### config.mk
export PLATFORM = sky130hd
export DESIGN_NAME = dram_traffic_gen
export DESIGN_NICKNAME = d
export VERILOG_FILES = /design/src/rtl/dram_traffic_gen.sv
export SDC_FILE = /design/constraint.sdc
export NUM_CORES = 1
export LEC_CHECK = 0
export BUFFER_PORTS_ARGS = -buffer_cell sky130_fd_sc_hd__buf_2
export CORE_MARGIN = 4
export CORE_UTILIZATION = 55
export CTS_CLUSTER_SIZE = 16
export DETAILED_ROUTE_END_ITERATION = 7
export GPL_ROUTABILITY_DRIVEN = 0
export PLACE_DENSITY_LB_ADDON = 0.08
export REMOVE_ABC_BUFFERS = 1
export SYNTH_ARGS = -nofsm -noshare
export SYNTH_HDL_FRONTEND = slang
export SYNTH_SLANG_ARGS = --single-unit
### constraint.sdc
create_clock -name clk -period 3.9 [get_ports clk]
set_input_delay 1.17 -clock clk [delete_from_list [all_inputs] [get_ports clk]]
set_output_delay 1.17 -clock clk [all_outputs]
set_load 0.005 [all_outputs]
### src/rtl/dram_traffic_gen.sv
// DRAM traffic generator: writes NUM_BURSTS bursts of a pattern, reads them back and counts mismatches.
// Optional PRBS31 pattern (mode 2) built only when DRAM_TG_PRBS_EN is defined; otherwise mode 2 acts as mode 0.
module dram_traffic_gen #(
    parameter int DWIDTH     = 64,
    parameter int AWIDTH     = 30,
    parameter int BURST_LEN  = 8,
    parameter int NUM_BURSTS = 1024
) (
    input  logic              clk,
    input  logic              reset,
    input  logic              start,
    input  logic [1:0]        mode,
    input  logic [AWIDTH-1:0] base_addr,
    output logic              cmd_valid,
    input  logic              cmd_ready,
    output logic              cmd_wr,
    output logic [AWIDTH-1:0] cmd_addr,
    output logic [DWIDTH-1:0] wr_data,
    output logic              wr_valid,
    input  logic              wr_ready,
    input  logic [DWIDTH-1:0] rd_data,
    input  logic              rd_valid,
    output logic              busy,
    output logic              done,
    output logic              error,
    output logic [31:0]       err_count,
    output logic [AWIDTH-1:0] first_err_addr
);

    localparam int NREP = DWIDTH / 32;
    localparam int LW   = (BURST_LEN > 1) ? $clog2(BURST_LEN) : 1;
    localparam int BW   = (NUM_BURSTS > 1) ? $clog2(NUM_BURSTS) : 1;
    localparam int PW   = $clog2(DWIDTH);

    localparam logic [AWIDTH-1:0] BURST_BYTES = AWIDTH'(BURST_LEN * (DWIDTH / 8));
    localparam logic [LW-1:0]     LAST_BEAT   = LW'(BURST_LEN - 1);
    localparam logic [BW-1:0]     LAST_BURST  = BW'(NUM_BURSTS - 1);
    localparam logic [PW-1:0]     LAST_POS    = PW'(DWIDTH - 1);
    localparam logic [LW-1:0]     BEAT_ONE    = LW'(1);
    localparam logic [BW-1:0]     BURST_ONE   = BW'(1);
    localparam logic [PW-1:0]     POS_ONE     = PW'(1);

    typedef enum logic [2:0] {
        S_IDLE, S_WR_CMD, S_WR_DATA, S_RD_CMD, S_RD_DATA, S_DONE
    } state_t;

    state_t              r_state, w_next;
    logic [1:0]          r_mode;
    logic [AWIDTH-1:0]   r_base;
    logic [AWIDTH-1:0]   r_cmd_addr;
    logic [LW-1:0]       r_beat;
    logic [BW-1:0]       r_burst;
    logic [31:0]         r_w;
    logic [PW-1:0]       r_pos;
    logic                r_error;
    logic [31:0]         r_err_count;
    logic [AWIDTH-1:0]   r_first_err;
    logic [DWIDTH-1:0]   w_pattern;
    logic [DWIDTH-1:0]   w_onehot;
    logic                w_start, w_wr_fire, w_rd_fire;
    logic                w_last_beat, w_last_burst, w_mismatch;
    logic                w_rewind, w_advance;
`ifdef DRAM_TG_PRBS_EN
    logic [31:0]         r_lfsr;
`endif

    assign w_start      = start & ((r_state == S_IDLE) | (r_state == S_DONE));
    assign w_wr_fire    = (r_state == S_WR_DATA) & wr_ready;
    assign w_rd_fire    = (r_state == S_RD_DATA) & rd_valid;
    assign w_last_beat  = (r_beat == LAST_BEAT);
    assign w_last_burst = (r_burst == LAST_BURST);
    assign w_mismatch   = (rd_data != w_pattern);
    // Pattern restarts at pass start and again when the read phase begins.
    assign w_rewind     = w_start | (w_wr_fire & w_last_beat & w_last_burst);
    assign w_advance    = w_wr_fire | w_rd_fire;

    assign cmd_addr       = r_cmd_addr;
    assign error          = r_error;
    assign err_count      = r_err_count;
    assign first_err_addr = r_first_err;

    always_comb begin
        w_onehot        = '0;
        w_onehot[r_pos] = 1'b1;
        case (r_mode)
            2'd1:    w_pattern = w_onehot;
`ifdef DRAM_TG_PRBS_EN
            2'd2:    w_pattern = {NREP{r_lfsr}};
`endif
            default: w_pattern = {NREP{r_w}};
        endcase
    end

    always_ff @(posedge clk) begin
        if (reset) r_state <= S_IDLE;
        else       r_state <= w_next;
    end

    always_comb begin
        w_next    = r_state;
        cmd_valid = 1'b0;
        cmd_wr    = 1'b0;
        wr_valid  = 1'b0;
        busy      = 1'b1;
        done      = 1'b0;
        case (r_state)
            S_IDLE: begin
                busy = 1'b0;
                if (start) w_next = S_WR_CMD;
            end
            S_WR_CMD: begin
                cmd_valid = 1'b1;
                cmd_wr    = 1'b1;
                if (cmd_ready) w_next = S_WR_DATA;
            end
            S_WR_DATA: begin
                wr_valid = 1'b1;
                if (wr_ready && w_last_beat) w_next = w_last_burst ? S_RD_CMD : S_WR_CMD;
            end
            S_RD_CMD: begin
                cmd_valid = 1'b1;
                if (cmd_ready) w_next = S_RD_DATA;
            end
            S_RD_DATA: begin
                if (rd_valid && w_last_beat) w_next = w_last_burst ? S_DONE : S_RD_CMD;
            end
            S_DONE: begin
                busy = 1'b0;
                done = 1'b1;
                if (start) w_next = S_WR_CMD;
            end
            default: w_next = S_IDLE;
        endcase
        wr_data = wr_valid ? w_pattern : '0;
    end

    always_ff @(posedge clk) begin
        if (reset) begin
            r_mode      <= '0;
            r_base      <= '0;
            r_cmd_addr  <= '0;
            r_beat      <= '0;
            r_burst     <= '0;
            r_error     <= 1'b0;
            r_err_count <= '0;
            r_first_err <= '0;
        end else begin
            if (w_start) begin
                r_mode      <= mode;
                r_base      <= base_addr;
                r_cmd_addr  <= base_addr;
                r_beat      <= '0;
                r_burst     <= '0;
                r_error     <= 1'b0;
                r_err_count <= '0;
                r_first_err <= '0;
            end
            if (w_advance) begin
                if (w_last_beat) begin
                    r_beat <= '0;
                    if (w_last_burst) begin
                        r_burst    <= '0;
                        r_cmd_addr <= r_base;
                    end else begin
                        r_burst    <= r_burst + BURST_ONE;
                        r_cmd_addr <= r_cmd_addr + BURST_BYTES;
                    end
                end else begin
                    r_beat <= r_beat + BEAT_ONE;
                end
            end
            // r_cmd_addr still holds the address of the burst being read here.
            if (w_rd_fire && w_mismatch) begin
                r_error <= 1'b1;
                if (r_err_count != 32'hFFFF_FFFF) r_err_count <= r_err_count + 32'd1;
                if (!r_error) r_first_err <= r_cmd_addr;
            end
        end
    end

    always_ff @(posedge clk) begin
        if (reset || w_rewind) begin
            r_w   <= '0;
            r_pos <= '0;
        end else if (w_advance) begin
            r_w   <= r_w + 32'd1;
            r_pos <= (r_pos == LAST_POS) ? '0 : r_pos + POS_ONE;
        end
    end

`ifdef DRAM_TG_PRBS_EN
    // PRBS31 (x^31 + x^28 + 1) shifted through a 32-bit word.
    always_ff @(posedge clk) begin
        if (reset || w_rewind) r_lfsr <= 32'h0000_0001;
        else if (w_advance)    r_lfsr <= {r_lfsr[30:0], r_lfsr[30] ^ r_lfsr[27]};
    end
`endif

endmodule
### Word-level counts from Yosys, hierarchy flattened

Cells that the tools add are included.
Widths: inputs -> output; s select.

* bits in registers: 179
* output and inout port bits: 162

* add/sub/neg operators: 6
* $lt $le $gt $ge: 2
* eq/ne operators: 16
* multiplexer cells: 37
* bitwise gates (word level): 8
* reductions and logical operators: 11

Operators with widths (number)
* $mux 30: 7
* $mux 64: 2
* $mux 32: 3
* $add 32x1->32 const B: 2
* $ne 64x64->1: 1
* $mux 10: 4
* $ne 32x32->1 const B: 1
* $add 30x7->30 const B: 1
* $mux 3: 9
* $pmux 3 s5: 1
* $add 10x1->10 const B: 1
* $eq 10x10->1 const B: 1
* $eq 3x3->1 const B: 3
* $mux 1: 8
* $lt 6x7->1 const B: 1
* $add 6x1->6 const B: 1
* $demux 1 s6: 1
* $eq 3x2->1 const B: 2
* $eq 6x6->1 const B: 1
* $ge 6x1->1 const B: 1
* $mux 6: 1
* $ne 2x1->1 const B: 3
* $and 1x1->1: 5
* $reduce_and 5->1: 1
* 11 further kinds: 19

### Longest topological paths before layout

Gate-level depths: netlist of the first run.

* depth after elaboration: 8
* mapped depth: 14
* depth with buffers taken out: 10

### Worst setup path before layout of the first run

Ideal clock, no wire load.

* kind: in2reg
* start point: input port rd_valid
* end point: register r_w[26]
* setup time: 128 ps
* arrival: 3105 ps
* data required time: 3772 ps
* slack: 667 ps
* stages on the path: 9
* path buffers: 1
* cell sequence: nand3b_1 a21oi_1 nand2_1 or3_1 clkbuf_1 nor4_1 nand3_1 xor2_1 nor2_1

* cells in the longest elaborated chain, start to end: 2

RTL lines
* start: declaration: line 22 `input logic rd_valid,`
* $and 1x1->1: line 69 `assign w_rd_fire = (r_state == S_RD_DATA) & rd_valid;`
* $or 1x1->1: line 75 `assign w_advance = w_wr_fire | w_rd_fire;`
* end signal: assignment: line 186 `r_w <= r_w + 32'd1;`
* end: declaration: line 53 `logic [31:0] r_w;`

Every way passes these cells.
A chain may end at the register's enable or synchronous reset.

### Worst setup path after layout of the first run

* start point: register r_pos[1]
* end point: register r_first_err[29], in the netlist first_err_addr[29]

* cells in the longest elaborated chain, start to end: 8
* elaborated cells on any way between the ends: 9
* those cells by class: 2 x order compare; 1 x eq/ne; 4 x mux; 2 x reduce/logical

RTL lines
* start: declaration: line 54 `logic [PW-1:0] r_pos;`
* start signal: assignment: line 187 `r_pos <= (r_pos == LAST_POS) ? '0 : r_pos + POS_ONE;`
* $lt 6x7->1 (implied by the code) / $ge 6x1->1 (equally long branches): line 84 `w_onehot[r_pos] = 1'b1;`
* $logic_and 1x1->1 (implied by the code): line 84
* $mux 1 (implied by the code): line 84
* $demux 1 s6 *: line 84
* $mux 64 *: line 85 `case (r_mode)`
* $ne 64x64->1 *: line 72 `assign w_mismatch = (rd_data != w_pattern);`
* $logic_and 1x1->1 *: line 173 `if (w_rd_fire && w_mismatch) begin`
* $mux 30 *: line 173
* end signal: assignment: line 176 `if (!r_error) r_first_err <= r_cmd_addr;`
* end: declaration: line 57 `logic [AWIDTH-1:0] r_first_err;`

Every way passes the cells marked *; elsewhere a longest branch is shown, timed or not.

==> flow_summary.yaml, run 1 <==
outcome:
  status: "completed"
worst_setup_path:
  critPathArrivalTime_ps: 4090
  critPathCaptureType: "flop"
  startpoint_type: "flop"
  crit_slowest_cell: "nor4_1"
  crit_family: "simple AND/OR/NAND/NOR gates"
  crit_fanout: 60
  cp_cell_sequence: "nor4_1, a22oi_2, xor2_1, nand4_1, or4_1, nor4_4, buf_4, a211oi_4, buf_4, nand3b_1, a21oi_1"
  timing.critical_path.mode_cell: "buf_4"
  cpPeakStageDelay_ps: 810
  required_ps: 4260
  critical_path_class: "flop to flop"
  worst-path-buf-inv: 2
timing:
  clock.fmax_mhz: 268
  period_share_pct: 95.6
  hold_viol_final: 0
  setup_viol: 0
  skew_ps: 20.0
  min_period_ps: 3730
  max-slew-margin-rel_pct: 38.0
  drv_slew: 0
  hold_ws_ps: 457
  tightest_slew_ps: 929
  setup-tns-final_ps: 0
  rsz0062_at_grt: "no"
run:
  drv_cap: 0
global_route:
  grt_pass1_vias: 10100
  track_usage_pct: 28.4
  grt_max_degree: 110
  gr-total-overflow: 0
  grt_pass1_wl_mm: 51.8
  antenna_found_initial: 1
power_and_ir_drop:
  p_per_area_mw_per_mm2: 378
  p_leak_nw: 5.09
  ir_drop_mv: 0.897
synthesis:
  syn_inst: 1425
  synth-async-reset-ratio_pct: 0
  synth_area_mm2: 0.0108
  ys_ff_latch: 179
  synth_warnings: 0
  syn_area_per_cell_um2: 7.59
  synthFlopType: "dfxtp_1"
  ys_types: 66
  ys_seq_area_share_pct: 33.1
  synth_edf_count: 0
layout:
  final_cell_mix: "buf_2 (262), nand2_1 (224), dfxtp_1 (179), nor2_1 (158), a21oi_1 (134)"
  areaGrowthSynthToFinish_pct: 20.1
  antenna_cells: 0
  nets: 1748
  drive_gt1_share_pct: 23.7
  utilization_pct: 67.0
  final_common_cell: "buf_2"
clock_network:
  clk_pin_slew_ps: 70
  cts_max_path_buffers: 2
  clkLatencyLatePin_ps: 440
  cts_root_buf: "clkbuf_16"
  ctsResizeCount: 0
  ctsHoldBuffers: 0
  htree_levels: 4
  cts_tree: "yes"
  cts.sinks: 179
  cts_buffers: 17
  cts_setup_buffers: 0
die:
  num_io_pins: 264
  rows: 51
  die_width_um: 148
  initial_core_util_pct: 55.8
  die_area_mm2: 0.0220
  core_area_mm2: 0.0194
  die_h_um: 148
hold_path:
  hold_class: "flop to flop"
detailed_routing:
  wire_per_inst_um: 16.7
  drt_iter0_drc: 1001
  drc: 0
  avgViaCountPerCell: 5.88
  top_layer_used: "met5"
  drt_pass1_iterations: 6
  dr_wl_met3_mm: 2.68
  dr_wl_met2_mm: 14.8
  wirelength_met1_mm: 14.1
  drt-total-wl_mm: 32.1
  num_vias: 11300
  ant_nets: 0
placement:
  port_buffers: 263
  place_hpwl_mm: 23.3
[worst min-delay path, delay by kind of cell (launching register included)]
| kind | cells | cell delay (ps) |
|---|---|---|
| simple gates | 1 | 50 |
| flops | 1 | 310 |
| compound gates | 1 | 50 |
[cells in the mapped netlist (7+ instances only)]
cell type / instances / area [um^2]
o221ai_2: 9 / 135
a211oi_1: 27 / 203
or3_1: 13 / 81.3
a31oi_1: 7 / 43.8
nand3_1: 47 / 235
o31ai_1: 7 / 52.6
buf_1: 13 / 48.8
clkbuf_1: 72 / 270
nand4_1: 35 / 219
a22oi_1: 34 / 255
dfxtp_1: 179 / 3580
xnor2_1: 42 / 368
buf_2: 21 / 105
nand3b_1: 42 / 315
and3_1: 27 / 169
nor4_1: 20 / 125
o21ai_0: 27 / 135
nor2_1: 158 / 593
nor2b_1: 10 / 62.6
a221o_1: 9 / 90.1
ha_1: 7 / 87.6
or2_2: 7 / 43.8
a21oi_1: 134 / 671
mux2i_1: 12 / 120
o221ai_1: 7 / 61.3
a22oi_2: 9 / 113
xor2_1: 51 / 447
nand2_1: 225 / 845
inv_1: 31 / 116
nor3_1: 18 / 90.1
a311oi_1: 25 / 219
[metal layers]
| metal | track usage (%) | vias to the layer above |
|---|---|---|
| li1 | - | 5549 |
| met1 | 39.3 | 5274 |
| met2 | 45.3 | 400 |
| met3 | 5.94 | 39 |
| met4 | 7.81 | 2 |
| met5 | 0 | - |
[area by class of cell]
type | count | area (um^2)
Clock inverter | 15 | 178
Tap cell | 265 | 332
Timing Repair Buffer | 308 | 1690
Clock buffer | 17 | 425
Fill cell | 1720 | 6400
Inverter | 31 | 116
Sequential cell | 179 | 3580
Multi-Input combinational cell | 1102 | 6670
[power by group]
group / switching (mW) / internal, mW
Clock: 0.854 / 0.870
Sequential: 0.154 / 1.96
Combinational: 0.695 / 0.386
Total: 1.70 / 3.21
[flip-flops by register name (all words and copies together) (netlist names)]
register        count
cmd_addr           30
err_count          32
error               1
first_err_addr     30
r_base             30
r_beat              3
r_burst            10
r_mode              2
r_pos               6
r_state             3
r_w                32
[logic make-up after synthesis]
family	synth area share (%)
xor gates and xnor gates	7.53
DFF	33.1
muxes	1.11
buffers and inverters	5.59
adders and majority gates	0.810
AOI/OAI and AO/OA	21.4
and+or+nand+nor	30.4
[through the flow]
step,area (um^2),instances,setup WS (ps),power (mW)
after floorplan,10300,1312,-2130,2.73
after global placement,12400,1885,172,3.21
after detailed placement,12400,1885,129,3.23
after CTS,13000,1917,283,4.94
after global routing,13000,1917,39.2,5.16
final,13000,1917,170,4.91
[final timing paths]
check	start	endpoint	slack, ps	cells after the start
max	r_pos[1]	first_err_addr[29]	170	11
min	r_base[9]	r_base[9]	460	2
max reg2reg	r_pos[1]	first_err_addr[29]	170	11
min reg2reg	r_base[9]	r_base[9]	460	2
Power figures use the tool's default switching activity.
==> inputs of run 2 (changes only) <==
Settings changed: CELL_PAD_IN_SITES_DETAIL_PLACEMENT from default to 1, CELL_PAD_IN_SITES_GLOBAL_PLACEMENT from default to 1, CORE_UTILIZATION 55 to 39.
==> run 2 against run 1 <==
Via count increased by 2.1%. Setup slack better by 150 ps. Sequential power hardly changed. Combinational power up 4%. Register-to-register slack gained 150 ps. Sequential share of layout area shrank 0.43 points. Highest routed layer unchanged. Global-route usage down 3.9 points.
==> flow_summary.yaml, run 2 (synthesized netlist as in run 1, its figures left out) <==
outcome:
  status: "completed"
timing:
  clock.fmax_mhz: 279
  rsz0062_at_grt: "no"
  setup-tns-final_ps: 0
  hold_viol_final: 0
  max-slew-margin-rel_pct: 31.4
  drv_slew: 0
  setup_viol: 0
  min_period_ps: 3580
  hold_ws_ps: 456
  skew_ps: 14.7
  period_share_pct: 91.8
  setup_ws_ps: 321
  tightest_slew_ps: 1030
layout:
  final_cell_mix: "buf_2 (262), nand2_1 (224), dfxtp_1 (179), nor2_1 (158), a21oi_1 (133)"
  nets: 1750
  final_common_cell: "buf_2"
  areaGrowthSynthToFinish_pct: 22.0
  fillerInstances: 3410
  drive_gt1_share_pct: 23.8
worst_setup_path:
  startpoint_type: "flop"
  crit_fanout: 37
  critPathArrivalTime_ps: 3840
  required_ps: 4160
  reg2reg_depth: 12
  critical_path_class: "flop to flop"
  critPathCaptureType: "flop"
global_route:
  grt_pass1_vias: 11500
  grt_max_degree: 97
  track_usage_pct: 24.5
  antenna_found_initial: 3
  gr-total-overflow: 0
  grt_pass1_wl_mm: 61.7
die:
  num_io_pins: 264
  die_width_um: 175
  core_area_mm2: 0.0271
  die_h_um: 175
  die_area_mm2: 0.0305
  initial_core_util_pct: 39.9
  rows: 60
placement:
  place_worst_setup_slack_ps: -56.6
  place_hpwl_mm: 28.5
  port_buffers: 263
detailed_routing:
  drc: 0
  top_layer_used: "met5"
  wirelength_met1_mm: 17.6
  ant_nets: 0
  drt_pass1_iterations: 5
  drt_iter0_drc: 736
  dr_wl_met2_mm: 18.3
  drt-total-wl_mm: 38.6
  avgViaCountPerCell: 5.67
  wire_per_inst_um: 19.0
  num_vias: 11500
  dr_wl_met3_mm: 1.96
clock_network:
  ctsHoldBuffers: 0
  htree_levels: 4
  cts_max_path_buffers: 2
  cts.sinks: 179
  clk_pin_slew_ps: 70
  ctsResizeCount: 0
  clkLatencyLatePin_ps: 430
  cts_tree: "yes"
  cts_setup_buffers: 0
  cts_root_buf: "clkbuf_16"
  cts_buffers: 17
power_and_ir_drop:
  p_leak_nw: 5.14
  ir_drop_mv: 0.412
  p_per_area_mw_per_mm2: 387
hold_path:
  min_path_cells: 2
  hold_class: "flop to flop"
run:
  drv_cap: 0
run 2: where the power goes:
| part | leakage (nW) | internal [mW] | total, mW | switching [mW] |
|---|---|---|---|---|
| Combinational | 3.37 | 0.388 | 1.12 | 0.736 |
| Clock | 0.313 | 1.09 | 1.87 | 0.781 |
| Sequential | 1.45 | 1.96 | 2.12 | 0.162 |
| Total | 5.14 | 3.43 | 5.11 | 1.68 |
run 2: final timing paths:
path | from | endpoint | slack (ps)
hold reg to reg | r_base[19] | r_base[19] | 460
setup reg to reg | r_mode[1] | err_count[7] | 320
hold / removal | r_base[19] | r_base[19] | 460
setup / recovery | r_mode[1] | err_count[7] | 320
run 2: cell type report:
class | instances | area [um^2] | area share [%]
sequential | 179 | 3580 | 27.1
clock inverter | 14 | 198 | 1.50
inverter | 31 | 116 | 0.881
multi-input combinational | 1102 | 6690 | 50.6
clock buffer | 18 | 429 | 3.25
antenna | 1 | 2.50 | 0.0190
timing repair buffer | 310 | 1720 | 13.0
tap | 372 | 465 | 3.53
run 2: critical path, cell delays in order (launching register included):
cell	delay [ps]
dfxtp_1	530
nand2b_4	350
buf_12	260
a22oi_1	190
xnor2_1	190
nor4_2	460
nand4_1	220
nor4_4	340
buf_4	200
a21oi_2	100
nand3_1	110
buf_4	300
o221ai_1	160
run 2: stage by stage:
step	instance area (um^2)	cells	power, mW	util, %
final	13200	2027	5.11	48.7
after global placement	12600	1994	3.26	46.3
after floorplan	10300	1312	2.73	-
after detailed placement	12600	1994	3.29	46.3
after CTS	13200	2026	5.17	48.6
after global routing	13200	2027	5.38	48.7
run 2: routing by layer:
| layer | vias up | global-route usage [%] |
|---|---|---|
| met1 | 5649 | 32.4 |
| met2 | 259 | 40.6 |
| met3 | 42 | 5.35 |
| met4 | 4 | 6.42 |
| met5 | - | 0 |
| li1 | 5541 | - |
